## config.mk

```make
export PLATFORM = sky130hd
export DESIGN_NAME = l2_out_pingpong_buf_flat
export DESIGN_NICKNAME = d
export VERILOG_FILES = /design/src/rtl/l2_out_pingpong_buf_if.sv /design/src/rtl/l2_out_pingpong_buf.sv /design/src/flat_wrapper.sv
export SDC_FILE = /design/constraint.sdc
export NUM_CORES = 1
export LEC_CHECK = 0
export BUFFER_PORTS_ARGS = -buffer_cell sky130_fd_sc_hd__buf_2
export CORE_ASPECT_RATIO = 0.5
export CORE_MARGIN = 2
export CORE_UTILIZATION = 33
export CTS_BUF_LIST = sky130_fd_sc_hd__clkbuf_4
export CTS_CLUSTER_DIAMETER = 120
export CTS_CLUSTER_SIZE = 28
export DETAILED_ROUTE_END_ITERATION = 8
export GPL_TIMING_DRIVEN = 0
export MAX_ROUTING_LAYER = met4
export PLACE_DENSITY = 0.49
export RECOVER_POWER = 100
export SLEW_MARGIN = 40
export SYNTH_ARGS = -nofsm -noshare
export SYNTH_HDL_FRONTEND = slang
export SYNTH_SLANG_ARGS = --single-unit
```

## constraint.sdc

```tcl
create_clock -name clk_i -period 32.5 [get_ports clk_i]
set_clock_uncertainty 0.1 [all_clocks]
set_input_delay 3.25 -clock clk_i [delete_from_list [all_inputs] [get_ports clk_i]]
set_output_delay 3.25 -clock clk_i [all_outputs]
set_load 0.05 [all_outputs]
```

## src/rtl/l2_out_pingpong_buf_if.sv

```systemverilog
// Layer-2 output staging bus: layer-2 write side, layer-3 read/release side
// and the sticky error flags.
//   wr_lo_en_i / wr_hi_en_i / din_i : half-frame write strobes and lane vector
//   wr_ready_o                      : write bank can take data
//   rd_en_i / rd_addr_i             : byte read request within the frame
//   dout_o / rd_valid_o             : registered read data and its strobe
//   frame_valid_o / rd_release_i    : frame presented / frame consumed
//   overflow_o / order_err_o        : sticky error flags
interface l2_out_pingpong_buf_if #(
   parameter int DATA_WIDTH = 8,
   parameter int LANES      = 32,
   parameter int ADDR_WIDTH = 6
);
   logic                        wr_lo_en_i;
   logic                        wr_hi_en_i;
   logic [LANES*DATA_WIDTH-1:0] din_i;
   logic                        wr_ready_o;
   logic                        rd_en_i;
   logic [ADDR_WIDTH-1:0]       rd_addr_i;
   logic [DATA_WIDTH-1:0]       dout_o;
   logic                        rd_valid_o;
   logic                        frame_valid_o;
   logic                        rd_release_i;
   logic                        overflow_o;
   logic                        order_err_o;

   modport slave (
      input  wr_lo_en_i, wr_hi_en_i, din_i, rd_en_i, rd_addr_i, rd_release_i,
      output wr_ready_o, dout_o, rd_valid_o, frame_valid_o, overflow_o, order_err_o
   );

   modport master (
      output wr_lo_en_i, wr_hi_en_i, din_i, rd_en_i, rd_addr_i, rd_release_i,
      input  wr_ready_o, dout_o, rd_valid_o, frame_valid_o, overflow_o, order_err_o
   );
endinterface

```

## src/rtl/l2_out_pingpong_buf.sv

```systemverilog
// Ping-pong staging buffer between layer-2 output and layer-3 input fetch.
// Two banks of 2*LANES bytes; layer 2 fills one bank half by half while
// layer 3 reads the other through a 1-cycle-latency byte port.
//   clk_i : clock
//   rst_i : synchronous active-high reset
//   bus   : l2_out_pingpong_buf_if slave (write, read, release, flags)
//
// Per-bank state:
//   state | meaning
//   EMPTY | no data captured for the current frame
//   HALF  | low half captured, waiting for the high half
//   FULL  | complete frame, owned by the read side until released
module l2_out_pingpong_buf #(
   parameter int DATA_WIDTH = 8,
   parameter int LANES      = 32,
   parameter int ADDR_WIDTH = 6
) (
   input logic                  clk_i,
   input logic                  rst_i,
   l2_out_pingpong_buf_if.slave bus
);
   localparam int BYTES = 2 * LANES;

   typedef enum logic [1:0] {
      EMPTY = 2'd0,
      HALF  = 2'd1,
      FULL  = 2'd2
   } bank_state_e;

   bank_state_e           state_q [2];
   bank_state_e           state_d [2];
   logic                  wr_bank_q, wr_bank_d;
   logic                  rd_bank_q, rd_bank_d;
   logic                  overflow_q, overflow_d;
   logic                  order_err_q, order_err_d;
   logic                  wr_lo_acc, wr_hi_acc;
   logic [DATA_WIDTH-1:0] mem_q [2][BYTES];
   logic [DATA_WIDTH-1:0] dout_q;
   logic                  rd_valid_q;
   logic                  wr_ready;
   logic                  frame_valid;

   assign wr_ready    = (state_q[wr_bank_q] != FULL);
   assign frame_valid = (state_q[rd_bank_q] == FULL);

   always_comb begin
      state_d[0]  = state_q[0];
      state_d[1]  = state_q[1];
      wr_bank_d   = wr_bank_q;
      rd_bank_d   = rd_bank_q;
      overflow_d  = overflow_q;
      order_err_d = order_err_q;
      wr_lo_acc   = 1'b0;
      wr_hi_acc   = 1'b0;

      if (bus.wr_lo_en_i || bus.wr_hi_en_i) begin
         if (!wr_ready) begin
            overflow_d = 1'b1;
         end else if (bus.wr_lo_en_i && bus.wr_hi_en_i) begin
            wr_lo_acc          = 1'b1;
            wr_hi_acc          = 1'b1;
            state_d[wr_bank_q] = FULL;
            wr_bank_d          = ~wr_bank_q;
         end else if (bus.wr_lo_en_i) begin
            wr_lo_acc          = 1'b1;
            state_d[wr_bank_q] = HALF;
         end else if (state_q[wr_bank_q] == HALF) begin
            wr_hi_acc          = 1'b1;
            state_d[wr_bank_q] = FULL;
            wr_bank_d          = ~wr_bank_q;
         end else begin
            order_err_d = 1'b1;
         end
      end

      // A release only happens on a FULL read bank. The write bank can only
      // coincide with it when both are FULL, in which case the write above
      // was already dropped, so the two updates never touch the same bank.
      if (bus.rd_release_i && frame_valid) begin
         state_d[rd_bank_q] = EMPTY;
         rd_bank_d          = ~rd_bank_q;
      end
   end

   always_ff @(posedge clk_i) begin
      if (rst_i) begin
         state_q[0]  <= EMPTY;
         state_q[1]  <= EMPTY;
         wr_bank_q   <= 1'b0;
         rd_bank_q   <= 1'b0;
         overflow_q  <= 1'b0;
         order_err_q <= 1'b0;
         dout_q      <= '0;
         rd_valid_q  <= 1'b0;
      end else begin
         state_q[0]  <= state_d[0];
         state_q[1]  <= state_d[1];
         wr_bank_q   <= wr_bank_d;
         rd_bank_q   <= rd_bank_d;
         overflow_q  <= overflow_d;
         order_err_q <= order_err_d;
         rd_valid_q  <= bus.rd_en_i && frame_valid;
         if (bus.rd_en_i && frame_valid) begin
            dout_q <= mem_q[rd_bank_q][bus.rd_addr_i];
         end
      end
   end

   // Frame storage is never reset; the bank state decides what is valid.
   always_ff @(posedge clk_i) begin
      if (!rst_i) begin
         for (int k = 0; k < LANES; k++) begin
            if (wr_lo_acc) mem_q[wr_bank_q][k]         <= bus.din_i[k*DATA_WIDTH +: DATA_WIDTH];
            if (wr_hi_acc) mem_q[wr_bank_q][k + LANES] <= bus.din_i[k*DATA_WIDTH +: DATA_WIDTH];
         end
      end
   end

   assign bus.wr_ready_o    = wr_ready;
   assign bus.frame_valid_o = frame_valid;
   assign bus.dout_o        = dout_q;
   assign bus.rd_valid_o    = rd_valid_q;
   assign bus.overflow_o    = overflow_q;
   assign bus.order_err_o   = order_err_q;
endmodule
```

## src/flat_wrapper.sv

```systemverilog
// flat-port wrapper written by rule: the top's interface ports become plain ports
module l2_out_pingpong_buf_flat 
#(
   parameter int DATA_WIDTH = 8,
   parameter int LANES      = 32,
   parameter int ADDR_WIDTH = 6
)
  (clk_i, rst_i, bus_wr_lo_en_i, bus_wr_hi_en_i, bus_din_i, bus_rd_en_i, bus_rd_addr_i, bus_rd_release_i, bus_wr_ready_o, bus_dout_o, bus_rd_valid_o, bus_frame_valid_o, bus_overflow_o, bus_order_err_o);
  l2_out_pingpong_buf_if #(.DATA_WIDTH(DATA_WIDTH), .LANES(LANES), .ADDR_WIDTH(ADDR_WIDTH)) bus_i ();
  input logic clk_i;
  input logic rst_i;
  input wire logic [$bits(bus_i.wr_lo_en_i)-1:0] bus_wr_lo_en_i;
  input wire logic [$bits(bus_i.wr_hi_en_i)-1:0] bus_wr_hi_en_i;
  input wire logic [$bits(bus_i.din_i)-1:0] bus_din_i;
  input wire logic [$bits(bus_i.rd_en_i)-1:0] bus_rd_en_i;
  input wire logic [$bits(bus_i.rd_addr_i)-1:0] bus_rd_addr_i;
  input wire logic [$bits(bus_i.rd_release_i)-1:0] bus_rd_release_i;
  output wire logic [$bits(bus_i.wr_ready_o)-1:0] bus_wr_ready_o;
  output wire logic [$bits(bus_i.dout_o)-1:0] bus_dout_o;
  output wire logic [$bits(bus_i.rd_valid_o)-1:0] bus_rd_valid_o;
  output wire logic [$bits(bus_i.frame_valid_o)-1:0] bus_frame_valid_o;
  output wire logic [$bits(bus_i.overflow_o)-1:0] bus_overflow_o;
  output wire logic [$bits(bus_i.order_err_o)-1:0] bus_order_err_o;
  assign bus_i.wr_lo_en_i = bus_wr_lo_en_i;
  assign bus_i.wr_hi_en_i = bus_wr_hi_en_i;
  assign bus_i.din_i = bus_din_i;
  assign bus_i.rd_en_i = bus_rd_en_i;
  assign bus_i.rd_addr_i = bus_rd_addr_i;
  assign bus_i.rd_release_i = bus_rd_release_i;
  assign bus_wr_ready_o = bus_i.wr_ready_o;
  assign bus_dout_o = bus_i.dout_o;
  assign bus_rd_valid_o = bus_i.rd_valid_o;
  assign bus_frame_valid_o = bus_i.frame_valid_o;
  assign bus_overflow_o = bus_i.overflow_o;
  assign bus_order_err_o = bus_i.order_err_o;
  l2_out_pingpong_buf #(.DATA_WIDTH(DATA_WIDTH), .LANES(LANES), .ADDR_WIDTH(ADDR_WIDTH)) u_core (.clk_i(clk_i), .rst_i(rst_i), .bus(bus_i));
endmodule
```

=== Word-level counts from Yosys, hierarchy flattened ===
Memories as Yosys holds them, arrays and structs flattened. A register that Yosys moved wholly into a read port is not among the register bits.
Cells that the tools add are included.

* Order comparisons: 5
* Equality and inequality tests: 4
* Muxes and demuxes: 42
* Bitwise gates (word level): 19
* Reductions and logical operators: 10

{| class="wikitable"
|+ Operators with widths
! operator !! number
|-
| $bmux W8 S6 || 1
|-
| $mux W1 || 27
|-
| $mux W4 || 6
|-
| $mux W8 || 2
|-
| $mux W2 || 4
|-
| $ge A7 B7 Y1 const B || 1
|-
| $not A6 Y7 || 1
|-
| $not A1 Y1 || 6
|-
| $logic_and A1 B1 Y1 || 5
|-
| $reduce_and A5 Y1 || 1
|-
| $and A2 B2 Y2 || 2
|-
| $and A4 B4 Y4 || 1
|-
| $demux W2 S1 || 2
|-
| $ge A2 B2 Y1 const B || 2
|-
| $lt A2 B1 Y1 const B || 2
|-
| $not A1 Y2 || 2
|-
| $not A2 Y2 || 2
|-
| $not A4 Y4 || 1
|-
| $or A2 B2 Y2 || 2
|-
| $reduce_and A4 Y1 || 1
|-
| $eq A2 B1 Y1 const B || 1
|-
| $eq A2 B2 Y1 const B || 1
|-
| $ne A2 B1 Y1 const B || 1
|-
| $ne A2 B2 Y1 const B || 1
|-
| 4 further kinds || 5
|}

* Flip-flop bits (word level): 13
* Bits in writable memories: 1028
* Input port bits: 268
* Memories kept: 2

{| class="wikitable"
|+ Memories
! memory !! depth !! width !! read ports !! clocked after memory_dff !! write ports !! line !! RTL
|-
| u_core.mem_q || 2 || 512 || 1 || 1 || 1 || l2_out_pingpong_buf.sv:37 || <nowiki>logic [DATA_WIDTH-1:0] mem_q [2][BYTES];</nowiki>
|-
| u_core.state_q || 2 || 2 || 4 || 2 || 2 || l2_out_pingpong_buf.sv:30 || <nowiki>bank_state_e state_q [2];</nowiki>
|}

=== Logic depth before layout (Yosys ltp) ===
* Word-level depth: 15
* Gate-level depth with buffers: 11
* Depth with buffers taken out: 6

=== Least setup slack after synthesis ===
Ideal clock, no wire load.

* Path type: input to register
* Start: input port rst_i
* End: memory u_core.mem_q[1][0] (netlist bit), enable pin
* Setup time: 1.239 ns
* Arrival time: 22.166 ns
* Path slack: 8.995 ns
* Stages: 3
* Path buffers: 2
* Cells stage by stage: buf_2 -> clkbuf_1 -> nor3b_1

* Longest elaborated chain between the ends: 2

{| class="wikitable"
|+ RTL lines
! item !! line !! RTL
|-
| start: declaration || flat_wrapper.sv:11 || <nowiki>input logic rst_i;</nowiki>
|-
| $mux W1 || l2_out_pingpong_buf.sv:111 || <nowiki>if (!rst_i) begin</nowiki>
|-
| $mux W1 (not written as such) || l2_out_pingpong_buf.sv:114 || <nowiki>if (wr_hi_acc) mem_q[wr_bank_q][k + LANES] <= bus.din_i[k*DATA_WIDTH +: DATA_WIDTH];</nowiki>
|-
| end: declaration || l2_out_pingpong_buf.sv:37 ||
|}

Every way passes these cells.

=== Final worst setup path ===
* Start: input port rst_i
* End: memory u_core.mem_q[1][52] (netlist bit), enable pin

Same word-level chain as after synthesis.

==> impl_summary.txt <==
----------------------------------------------------
[CTS]
  Sink count of the clock tree ... 1043
  Clock latency reported for the late side of the worst-skew pair ... 1.00 ns
  Cts repair resizes ... 0
  Clock tree from TritonCTS ... yes
  Clock-pin transition on the worst setup and hold timing paths ... 0.27 ns
  Clock tree root driver cell ... clkbuf_4
  Postcts setup bufs ... 0
  Number of buffers inserted by hold repair at cts ... 0
  # H-tree levels ... 2
  Number of buffers between clock root and the deepest sink ... 3
  CTS Buf Count ... 43

[Logic synthesis]
  Instance count of the mapped netlist ... 1786
  Count of flip-flops with a built-in enable after synthesis ... 1024
  Post-synthesis sequential area ratio ... 77.7%
  Post-synthesis adder-cell area fraction ... 0.0250%
  Number of unique standard cell types used by synthesis ... 58
  Multiplexer fraction of the synthesized cell area ... 15.5%
  Flip-flop cell with the highest count after synthesis ... edfxtp_1
  Most numerous cell types in the synthesized netlist ... edfxtp_1 (1024), mux4_2 (222), mux2i_1 (65)
  Top cells by area, synth ... edfxtp_1 (77%), mux4_2 (12%), mux2i_1 (1.6%), dfxtp_1 (0.95%), mux4_1 (0.85%)
  Fraction of post-synthesis cell area in the top cell type by area ... 76.8%
  Cell type with the largest total area after synthesis ... edfxtp_1
  Largest family of logic cells by synthesized area ... multiplexers
  Ys Warns ... 0
  Most common cell in the netlist ... edfxtp_1
  Nets in the synthesized netlist ... 2054
  Simple-gate area share of the yosys netlist ... 1.88%
  Mean Syn Cell Area ... 22.4 sq um
  Post-synthesis share of cell area spent on xor and xnor gates ... 0.0437%
  Post-synth design cell area ... 40100 sq um
  Total of flip-flops plus latches after synthesis ... 1043
  Post-synth ARST share ... 0%
  Compound-gate portion of the synthesized area ... 3.07%

[Drt]
  Number of DRC markers in iteration 0 ... 1900
  Drt first pass iters ... 5
  Post-DRT Antenna Nets ... 0
  Via density ... 5.08
  Routed wire per std cell ... 28.6 um
  Number of vias after detailed routing ... 20100
  DRT Wirelength ... 113000 um
  DRC Markers ... 0

[STA]
  Relative slew slack ... -0.567%
  Setup repair after global routing missed its margin ... false
  Max Slew Vio Count ... 11
  Peak Freq ... 120 MHz
  Setup violations, final ... 0
  Worst hold slack after final layout ... 0.408 ns
  Number of failing hold endpoints at the final stage ... 0
  Least-Margin Pin Slew ... 1.51 ns
  Period utilization ... 25.7%
  Post-route minimum period ... 8.35 ns

[Global routing]
  Overall fraction of global-route tracks in use ... 18.5%
  Via count of the first global-routing pass ... 20600
  Global-route wire length before repair ... 157000 um
  Maximum number of pins on one net before global-route repair ... 30
  Overflow after GRT ... 0
  Initial antenna violation count ... 34

[Power and ir drop]
  Areal power density over the cells ... 51.3 nW/um^2
  Final total power ... 2.28 mW
  Gate power share ... 11.0%
  Highest ir drop seen on vdd ... 0.0225 mV
  Net load switching power ... 0.558 mW
  Sequential Power Share ... 68.1%
  Sw Ratio ... 24.5%
  Total leakage power ... 13.0 nW
  Cell internal pwr ... 1.72 mW
  Clock network fraction of design power ... 20.9%

[Place]
  Number of port buffers ... 276
  Final weighted congestion in routability-driven placement ... 0.797
  DP HPWL ... 85100 um
  DP Cell Count ... 3860

[Finish]
  Area growth from synthesis to final layout ... 10.9%
  Net count of the finished layout ... 2563
  Count of placed standard cells in the final layout, fillers left out ... 3960
  Fraction of final layout cells with drive strength greater than 1 ... 17.1%
  Core Util, Final ... 36.9%

[Hold path]
  Hold_sp ... u_core.state_q[1][1]
  Worst hold path class ... reg2reg

[Setup path]
  Largest stage delay, worst path ... 0.72 ns
  Cells along the critical path ... clkbuf_1, clkbuf_1, clkbuf_1, nor3b_1, clkbuf_1, clkbuf_1, clkbuf_1, clkbuf_1, clkbuf_1, clkbuf_1, clkbuf_1, clkbuf_1, clkbuf_1, clkbuf_1
  Arrival time worst endpoint ... 8.93 ns
  CP Capture Type ... flip-flop
  Source of the worst register-to-register timing path ... u_core.state_q[0][1]
  CP required ... 33.08 ns
  Startpoint class of the critical path ... input pin
  CP Class ... in2reg
  Worst path most repeated cell ... clkbuf_1
  Critical path fanouts, max ... 10
  Slowest-stage cell, CP ... nor3b_1
  Cell family contributing the most delay on the critical path ... buffers and inverters
  Worst setup startpoint ... rst_i
  Count of buffer and inverter cells on the critical path ... 13

[Floorplanning]
  Num ports ... 281
  Height of the chip ... 250 um
  Die width ... 497 um
  Core Rows ... 90
  Die footprint ... 124000 sq um
  Initial core utilization ... 33.2%
  Placeable core region ... 120000 sq um

[Run status]
  Status ... complete, but fails checks
  Violations in the final reports ... capacitance limit, slew limit

[Run]
  MaxCap Viol Count ... 1

----------------------------------------------------
-- worst min-delay path: stages (launching register included) --
cell and delay (ns):
dfxtp_1 0.39, inv_1 0.07, a21oi_1 0.05
-- registers in the layout (all words and copies together) (netlist names), named ones only --
| signal | flops |
|---|---|
| u_core.mem_q | 1024 |
| u_core.bus.dout_o | 8 |
| u_core.state_q | 4 |
| u_core.bus.order_err_o | 1 |
| u_core.bus.overflow_o | 1 |
| u_core.bus.rd_valid_o | 1 |
| u_core.rd_bank_q | 1 |
| u_core.wr_bank_q | 1 |
-- per-stage QoR --
step	TNS [ns]	area, sq um	setup slack, ns
after global placement	-4457.97	43500	-5.54
final	0	44400	24.15
after global routing	0	44400	23.72
after detailed placement	0	44700	25.43
after floorplan	0	40100	8.99
after CTS	0	45300	26.25
-- layout make-up --
class / instances / area [sq um]
repair buffers: 464 / 1750
diodes: 32 / 80.1
flip-flops and latches: 1043 / 31100
inverters: 6 / 22.5
multi-input cells: 639 / 8240
clock inverters: 4 / 41.3
plain buffers: 98 / 669
well taps: 1610 / 2010
fillers: 11300 / 76100
clock buffers: 64 / 480
-- layout by cell type (no fill, tap or decap), drive strengths merged, types with 13 or more instances in the layout --
| master | count |
|---|---|
| nor3b | 13 |
| nand3 | 21 |
| o221ai | 17 |
| a22oi | 30 |
| mux4 | 235 |
| diode | 32 |
| o22ai | 21 |
| edfxtp | 1024 |
| clkbuf | 558 |
| mux2i | 65 |
| a21oi | 20 |
| nor2 | 33 |
| mux2 | 21 |
| a211oi | 16 |
| nand2 | 33 |
| buf | 67 |
| dfxtp | 19 |
-- worst paths after layout --
kind / slack [ns] / depth (start not counted) / end
worst max-delay path: 24.15 / 14 / u_core.mem_q[1][52]
worst min-delay path: 0.41 / 2 / u_core.state_q[1][1]
worst max register to register: 26.04 / 14 / u_core.mem_q[1][52]
worst min register to register: 0.41 / 2 / u_core.state_q[1][1]
-- kinds of logic after synthesis --
| family | count (synthesis) |
|---|---|
| simple gates | 146 |
| flops | 1043 |
| compound gates | 169 |
| fa+ha+maj | 1 |
| xor+xnor | 2 |
| buf+inv | 104 |
| mux | 321 |
-- power by group through the flow --
| stage | sequential (mW) | clock [mW] | combinational [mW] |
|---|---|---|---|
| final | 1.55 | 0.477 | 0.251 |
| after global routing | 1.56 | 0.534 | 0.266 |
| after CTS | 1.55 | 0.495 | 0.269 |
| after detailed placement | 1.58 | 0 | 0.268 |
| after global placement | 1.65 | 0 | 0.247 |
| after floorplan | 1.62 | 0 | 0.136 |
-- routing by layer --
layer  vias to the layer above  routed length [um]  track usage, %  share of wire [%]
met5                         -                   0               -                  0
met2                       504               57100            30.8                 50
li1                       8645                   -               -                  -
met4                         0                1950            3.64                1.7
met3                       106                5660            2.67                5.0
met1                     10900               48700            24.3                 43
Note: power is estimated with default switching activity, not from simulation.
